`config.mk`:
```
export PLATFORM = sky130hd
export DESIGN_NAME = opponent_state_decoder
export DESIGN_NICKNAME = d
export VERILOG_FILES = /design/src/rtl/kart_pkg.sv /design/src/rtl/sat_timer.sv /design/src/rtl/opponent_state_decoder.sv
export SDC_FILE = /design/constraint.sdc
export NUM_CORES = 1
export LEC_CHECK = 0
export CAP_MARGIN = 20
export CORE_UTILIZATION = 55
export DETAILED_ROUTE_END_ITERATION = 8
export PLACE_DENSITY_LB_ADDON = 0.2
export SYNTH_ARGS = -nofsm -noshare
export SYNTH_HDL_FRONTEND = slang
export SYNTH_SLANG_ARGS = --single-unit
```
`constraint.sdc`:
```
create_clock -name clk_in -period 4.2 [get_ports clk_in]
set_input_delay 0.42 -clock clk_in [delete_from_list [all_inputs] [get_ports clk_in]]
set_output_delay 0.42 -clock clk_in [all_outputs]
set_load 0.01 [all_outputs]
```
`src/rtl/kart_pkg.sv`:
```
// Shared kart link definitions: frame sync byte, game status encoding, word field
// positions and the frame checksum. The transmitter's frame packer and the
// opponent state decoder both build on this package so the wire format lives in
// one place.
package kart_pkg;

  localparam logic [7:0] SYNC    = 8'hA5;
  localparam int unsigned DIR_MAX = 359;

  typedef enum logic [1:0] {
    StatIdle    = 2'd0,
    StatRacing  = 2'd1,
    StatWon     = 2'd2,
    StatLost    = 2'd3
  } game_stat_t;

  // w0: sync, sequence number, zero pad
  localparam int unsigned W0_SYNC_MSB = 31;
  localparam int unsigned W0_SYNC_LSB = 24;
  localparam int unsigned W0_SEQ_MSB  = 23;
  localparam int unsigned W0_SEQ_LSB  = 16;
  // w1: x, y, heading, zero pad
  localparam int unsigned W1_X_MSB    = 31;
  localparam int unsigned W1_X_LSB    = 21;
  localparam int unsigned W1_Y_MSB    = 20;
  localparam int unsigned W1_Y_LSB    = 10;
  localparam int unsigned W1_DIR_MSB  = 9;
  localparam int unsigned W1_DIR_LSB  = 1;
  // w2: game status, zero pad, checksum
  localparam int unsigned W2_STAT_MSB = 31;
  localparam int unsigned W2_STAT_LSB = 30;
  localparam int unsigned W2_CSUM_MSB = 15;
  localparam int unsigned W2_CSUM_LSB = 0;

  // Mod-2^16 sum of the four half-words of w0 and w1.
  function automatic logic [15:0] checksum16(input logic [31:0] w0, input logic [31:0] w1);
    logic [15:0] sum;
    sum = w0[31:16] + w0[15:0] + w1[31:16] + w1[15:0];
    return sum;
  endfunction

endpackage

```
`src/rtl/sat_timer.sv`:
```
// Saturating up-counter with synchronous clear.
//   clk_i    : clock
//   rst_ni   : synchronous active-low reset, counter to 0
//   clear_i  : counter to 0 on the next edge (wins over inc_i)
//   inc_i    : count up by one, holding at Max
//   at_max_o : counter currently equals Max
module sat_timer #(
  parameter int unsigned Max = 16
) (
  input  logic clk_i,
  input  logic rst_ni,
  input  logic clear_i,
  input  logic inc_i,
  output logic at_max_o
);

  localparam int unsigned Width = (Max > 0) ? $clog2(Max + 1) : 1;
  localparam logic [Width-1:0] MaxVal = Width'(Max);

  logic [Width-1:0] cnt_q, cnt_d;

  always_comb begin
    cnt_d = cnt_q;
    if (clear_i) begin
      cnt_d = '0;
    end else if (inc_i && (cnt_q != MaxVal)) begin
      cnt_d = cnt_q + Width'(1);
    end
  end

  always_ff @(posedge clk_i) begin
    if (!rst_ni) begin
      cnt_q <= '0;
    end else begin
      cnt_q <= cnt_d;
    end
  end

  assign at_max_o = (cnt_q == MaxVal);

endmodule

```
`src/rtl/opponent_state_decoder.sv`:
```
// Decodes the 3-word opponent frame stream from the Ethernet receive stage into
// registered opponent kart state, and reports link health.
//   clk_in    : eth_refclk, the only clock
//   rst_in    : synchronous active-low reset
//   axiov     : one-cycle strobe per received word
//   axiod     : received 32-bit word
//   opp_x/y   : opponent position
//   opp_dir   : opponent heading, degrees 0..359
//   opp_stat  : opponent game status
//   opp_valid : sticky, set by the first committed frame
//   update    : one-cycle pulse on each commit
//   stale     : no commit for STALE_CYCLES cycles
//   err_count : rejected or timed-out frames, saturating at 255
module opponent_state_decoder
  import kart_pkg::*;
#(
  parameter int unsigned TIMEOUT_CYCLES = 64,
  parameter int unsigned STALE_CYCLES   = 25_000_000,
  parameter logic [10:0] RESET_X        = 11'd320,
  parameter logic [10:0] RESET_Y        = 11'd320
) (
  input  logic        clk_in,
  input  logic        rst_in,
  input  logic        axiov,
  input  logic [31:0] axiod,
  output logic [10:0] opp_x,
  output logic [10:0] opp_y,
  output logic [8:0]  opp_dir,
  output logic [1:0]  opp_stat,
  output logic        opp_valid,
  output logic        update,
  output logic        stale,
  output logic [7:0]  err_count
);

  typedef enum logic [1:0] {StIdle, StW1, StW2, StCheck} state_e;

  state_e      state_q, state_d;
  logic [31:0] w0_q, w0_d;
  logic [31:0] w1_q, w1_d;
  game_stat_t  stat_q, stat_d;
  logic        csum_ok_q, csum_ok_d;
  logic        commit_q, commit_d;
  logic        reject_q, reject_d;
  logic [7:0]  last_seq_q, last_seq_d;
  logic        seen_q, seen_d;
  logic [10:0] opp_x_q, opp_x_d;
  logic [10:0] opp_y_q, opp_y_d;
  logic [8:0]  opp_dir_q, opp_dir_d;
  game_stat_t  opp_stat_q, opp_stat_d;
  logic        opp_valid_q, opp_valid_d;
  logic        update_q, update_d;
  logic [7:0]  err_q, err_d;

  logic       in_frame;
  logic       to_at_max;
  logic       to_expired;
  logic       stale_at_max;
  logic [7:0] seq;
  logic [8:0] dir;
  logic       frame_ok;
  logic       err_inc;

  assign in_frame = (state_q == StW1) || (state_q == StW2);
  assign seq      = w0_q[W0_SEQ_MSB:W0_SEQ_LSB];
  assign dir      = w1_q[W1_DIR_MSB:W1_DIR_LSB];
  assign frame_ok = csum_ok_q && (dir <= 9'(DIR_MAX));

  // Counts idle cycles inside a frame. Reaching the limit with still no word
  // means this is idle cycle TIMEOUT_CYCLES+1, so exactly TIMEOUT_CYCLES passes.
  sat_timer #(
    .Max (TIMEOUT_CYCLES)
  ) u_timeout (
    .clk_i    (clk_in),
    .rst_ni   (rst_in),
    .clear_i  (!in_frame || axiov),
    .inc_i    (1'b1),
    .at_max_o (to_at_max)
  );

  assign to_expired = in_frame && !axiov && to_at_max;

  // Cleared on the same edge that raises update.
  sat_timer #(
    .Max (STALE_CYCLES)
  ) u_stale (
    .clk_i    (clk_in),
    .rst_ni   (rst_in),
    .clear_i  (commit_q),
    .inc_i    (1'b1),
    .at_max_o (stale_at_max)
  );

  always_comb begin
    state_d     = state_q;
    w0_d        = w0_q;
    w1_d        = w1_q;
    stat_d      = stat_q;
    csum_ok_d   = csum_ok_q;
    commit_d    = 1'b0;
    reject_d    = 1'b0;
    last_seq_d  = last_seq_q;
    seen_d      = seen_q;
    opp_x_d     = opp_x_q;
    opp_y_d     = opp_y_q;
    opp_dir_d   = opp_dir_q;
    opp_stat_d  = opp_stat_q;
    opp_valid_d = opp_valid_q;
    update_d    = 1'b0;
    err_d       = err_q;
    err_inc     = 1'b0;

    unique case (state_q)
      StIdle: begin
        if (axiov && (axiod[W0_SYNC_MSB:W0_SYNC_LSB] == SYNC)) begin
          w0_d    = axiod;
          state_d = StW1;
        end
      end
      StW1: begin
        // No resync here: a word starting with SYNC is just data.
        if (axiov) begin
          w1_d    = axiod;
          state_d = StW2;
        end else if (to_expired) begin
          err_inc = 1'b1;
          state_d = StIdle;
        end
      end
      StW2: begin
        if (axiov) begin
          stat_d    = game_stat_t'(axiod[W2_STAT_MSB:W2_STAT_LSB]);
          csum_ok_d = (checksum16(w0_q, w1_q) == axiod[W2_CSUM_MSB:W2_CSUM_LSB]);
          state_d   = StCheck;
        end else if (to_expired) begin
          err_inc = 1'b1;
          state_d = StIdle;
        end
      end
      StCheck: begin
        // Duplicates are dropped without counting as errors.
        commit_d = frame_ok && (!seen_q || (seq != last_seq_q));
        reject_d = !frame_ok;
        state_d  = StIdle;
      end
      default: state_d = StIdle;
    endcase

    // Apply stage. w0_q/w1_q cannot be overwritten yet: the next frame's w1 is
    // at least two edges away from here.
    if (commit_q) begin
      opp_x_d     = w1_q[W1_X_MSB:W1_X_LSB];
      opp_y_d     = w1_q[W1_Y_MSB:W1_Y_LSB];
      opp_dir_d   = dir;
      opp_stat_d  = stat_q;
      opp_valid_d = 1'b1;
      last_seq_d  = seq;
      seen_d      = 1'b1;
      update_d    = 1'b1;
    end

    // A reject (apply stage) and a timeout (mid-frame) never coincide.
    if ((reject_q || err_inc) && (err_q != 8'hFF)) begin
      err_d = err_q + 8'd1;
    end
  end

  always_ff @(posedge clk_in) begin
    if (!rst_in) begin
      state_q     <= StIdle;
      w0_q        <= '0;
      w1_q        <= '0;
      stat_q      <= StatIdle;
      csum_ok_q   <= 1'b0;
      commit_q    <= 1'b0;
      reject_q    <= 1'b0;
      last_seq_q  <= '0;
      seen_q      <= 1'b0;
      opp_x_q     <= RESET_X;
      opp_y_q     <= RESET_Y;
      opp_dir_q   <= 9'd270;
      opp_stat_q  <= StatIdle;
      opp_valid_q <= 1'b0;
      update_q    <= 1'b0;
      err_q       <= '0;
    end else begin
      state_q     <= state_d;
      w0_q        <= w0_d;
      w1_q        <= w1_d;
      stat_q      <= stat_d;
      csum_ok_q   <= csum_ok_d;
      commit_q    <= commit_d;
      reject_q    <= reject_d;
      last_seq_q  <= last_seq_d;
      seen_q      <= seen_d;
      opp_x_q     <= opp_x_d;
      opp_y_q     <= opp_y_d;
      opp_dir_q   <= opp_dir_d;
      opp_stat_q  <= opp_stat_d;
      opp_valid_q <= opp_valid_d;
      update_q    <= update_d;
      err_q       <= err_d;
    end
  end

  assign opp_x     = opp_x_q;
  assign opp_y     = opp_y_q;
  assign opp_dir   = opp_dir_q;
  assign opp_stat  = opp_stat_q;
  assign opp_valid = opp_valid_q;
  assign update    = update_q;
  assign stale     = stale_at_max;
  assign err_count = err_q;

endmodule

```
==> qor.csv <==
metric;value;unit
n_antenna_cell;0;
synth_area;7790;um^2
clk_pin_slew;60;ps
endpoint_kind;flip-flop;
r2r-start;w0_q[17];
synth-simple-area-share;21.0;%
final_cells;1098;
fmax;0.270;GHz
yosys.area.top_type;dfxtp_1;
fin_crit_sh;88.2;%
synth_cell_types;60;
synth_compound_area_share;11.2;%
period_needed;3700;ps
final.setup.worst_slack;498;ps
tightest_slew;1070;ps
wire_per_inst;16.6;um
startpoint_type;flip-flop;
die_x;121;um
hp-class;reg -> reg;
total_power;3.53;mW
cp.arrival;4060;ps
hp-start;w0_q[14];
clockRootBuffer;clkbuf_16;
grt_pass1_wl;30000;um
max_slew_margin;28.8;%
first_pass_iters;5;
tns;0;ps
synth_seq_cells;154;
cts_max_path_buffers;2;
grt_max_degree;67;
dp_worst_setup_slack;548;ps
core;13800;um^2
synth_adder_area_share;11.7;%
clock_skew;5.07;ps
synth_xor_area_share;7.74;%
place_inst;1066;
netlist_instances;840;
slew_viol_final;0;
outcome;completed;
hold_viol;0;
overflow;0;
p_per_area;381;nW/um^2
layout-drive-gt1-share;5.88;%
path_max_fanout;4;
p_leak;3.46;nW
ys_top_cells_by_area;dfxtp_1 40%, fa_1 7.7%, nand2_1 7.6%, mux2i_1 5.5%, ha_1 4.0%;
synthFlopType;dfxtp_1;
ios;79;
required;4550;ps
rows;43;
synth_edf_count;0;
synth_top_cell_area_share;39.6;%
hpwl;12800;um
fin_nets;995;
yosysWarningCount;0;
area_delta_synth_final;18.9;%
vias_per_cell;5.50;
cts.htree.levels;4;
post-route-drc-count;0;
drtIter0Drc;353;
fin_util;67.0;%
fp.dieArea;14600;um^2
rsz0062_at_grt;false;
die_y;121;um
wl;18300;um
synth_top_family_by_area;simple AND/OR/NAND/NOR gates;
antenna_found_initial;0;
cts_resized;0;
muxShareOfSynthArea;5.67;%
async_reset_ff_share;0;%
cts.sinks;154;
cts-buffers-inserted;17;
ir_drop;0.284;mV
cap_violations;0;
initial_utilization;56.3;%
gp_congestion;0.842;
first_global_vias;6023;
cts_setup_buffers;0;
grt_use_total;26.5;%
worstSetupPathType;reg -> reg;
syn_nets;930;
portBuffers;78;
cts_tree;built;
setup_viol;0;
yosysSeqAreaShare;39.6;%
vias;6036;
syn_avg_cell_area;9.28;um^2
dpl-instance-area;8690;um^2
fin_hold_ws;463;ps
final_cell_area;9270;um^2
ctsHoldBuffers;0;
antenna_left;0;
startpoint;w0_q[17];
worst_skew_pair.late_latency;420;ps
synthesized netlist by cell type (2+ instances only):
library cell    n
xnor2_1        33
nor2_1         37
nand4_1         8
ha_1           25
o22ai_1         3
a21o_1          2
or3_1           5
dfxtp_1       154
mux2i_1        43
nand3_1        25
buf_2           3
and3_1         15
nor4b_1         2
a21boi_1       28
and2_1         10
fa_1           30
o21ai_1         3
o21ai_0         6
and4_1          2
o2111ai_1       2
nor3_2          2
o211a_1         2
a21boi_0       33
nand2b_1        5
nand2_1       158
nor3_1         10
inv_1          24
o21a_1          9
nor2b_1        35
xor2_1         34
clkbuf_1       32
o31ai_1         3
nor4_1          6
nor4_2          2
buf_1           2
nor4bb_1        2
a21oi_1        22
cell usage in the layout (no fill, tap or decap), types with 3 or more instances in the layout:
cell type	instances
nand4_1	8
a21boi_1	28
ha_1	25
o31ai_1	3
o21a_1	9
inv_1	24
nor2_1	37
mux2i_1	43
o22ai_1	3
xnor2_1	33
clkbuf_16	17
o21ai_0	6
nor2b_1	35
fa_1	30
clkdlybuf4s50_1	77
dfxtp_1	153
buf_4	6
and2_1	10
nor3_1	10
nand2_1	158
clkinv_2	5
nand2b_1	5
and3_1	15
o21ai_1	3
nor4_1	6
nand3_1	25
xor2_1	34
or3_1	5
a21boi_0	33
a21oi_1	22
metal layers:
metal / routed length [um] / vias up / track usage [%]
met3: 762 / 17 / 5.50
met4: 225 / 0 / 7.87
met2: 8870 / 115 / 43.9
met5: 0 / - / 0
met1: 8410 / 2962 / 34.6
li1: - / 2942 / -
cells by family after synthesis:
family          after synthesis
simple gates                334
flops                       154
compound gates              123
xor+xnor                     68
buf+inv                      62
fa+ha+maj                    55
mux                          44
cell type report:
class | count | area (um^2)
fill | 1116 | 4560
inverter | 24 | 90.1
clock buffer | 21 | 460
clock inverter | 11 | 119
sequential | 154 | 3080
timing repair buffer | 84 | 821
tap | 180 | 225
multi-input combinational | 624 | 4470
critical path: stages, from the launching register on:
cell       delay [ps]
dfxtp_1           360
fa_1              510
inv_1              50
fa_1              490
inv_1              40
ha_1              220
fa_1              440
a21oi_1           230
o2111ai_2         180
mux2i_1           140
or4_1             560
nor4_2            170
nand4_1           120
o21ai_1           120
state kept, by name (all words and copies together) (netlist names), 2 cells and up:
signal           count
opp_x               11
last_seq_q           8
state_q              2
w0_q                32
opp_dir              9
u_stale.cnt_q       25
u_timeout.cnt_q      7
w1_q                32
opp_stat             2
stat_q               2
err_count            8
opp_y               11
report_power, final:
group | switching [mW] | internal (mW) | total, mW
logic | 0.272 | 0.195 | 0.467
registers | 0.0516 | 1.50 | 1.55
clock network | 0.606 | 0.904 | 1.51
final timing paths:
kind	cells after the start	to	slack, ps
max	13	csum_ok_q	500
min	2	w0_q[14]	460
max reg2reg	13	csum_ok_q	500
min reg2reg	2	w0_q[14]	460
No activity file was read; power rests on OpenSTA's default activity.
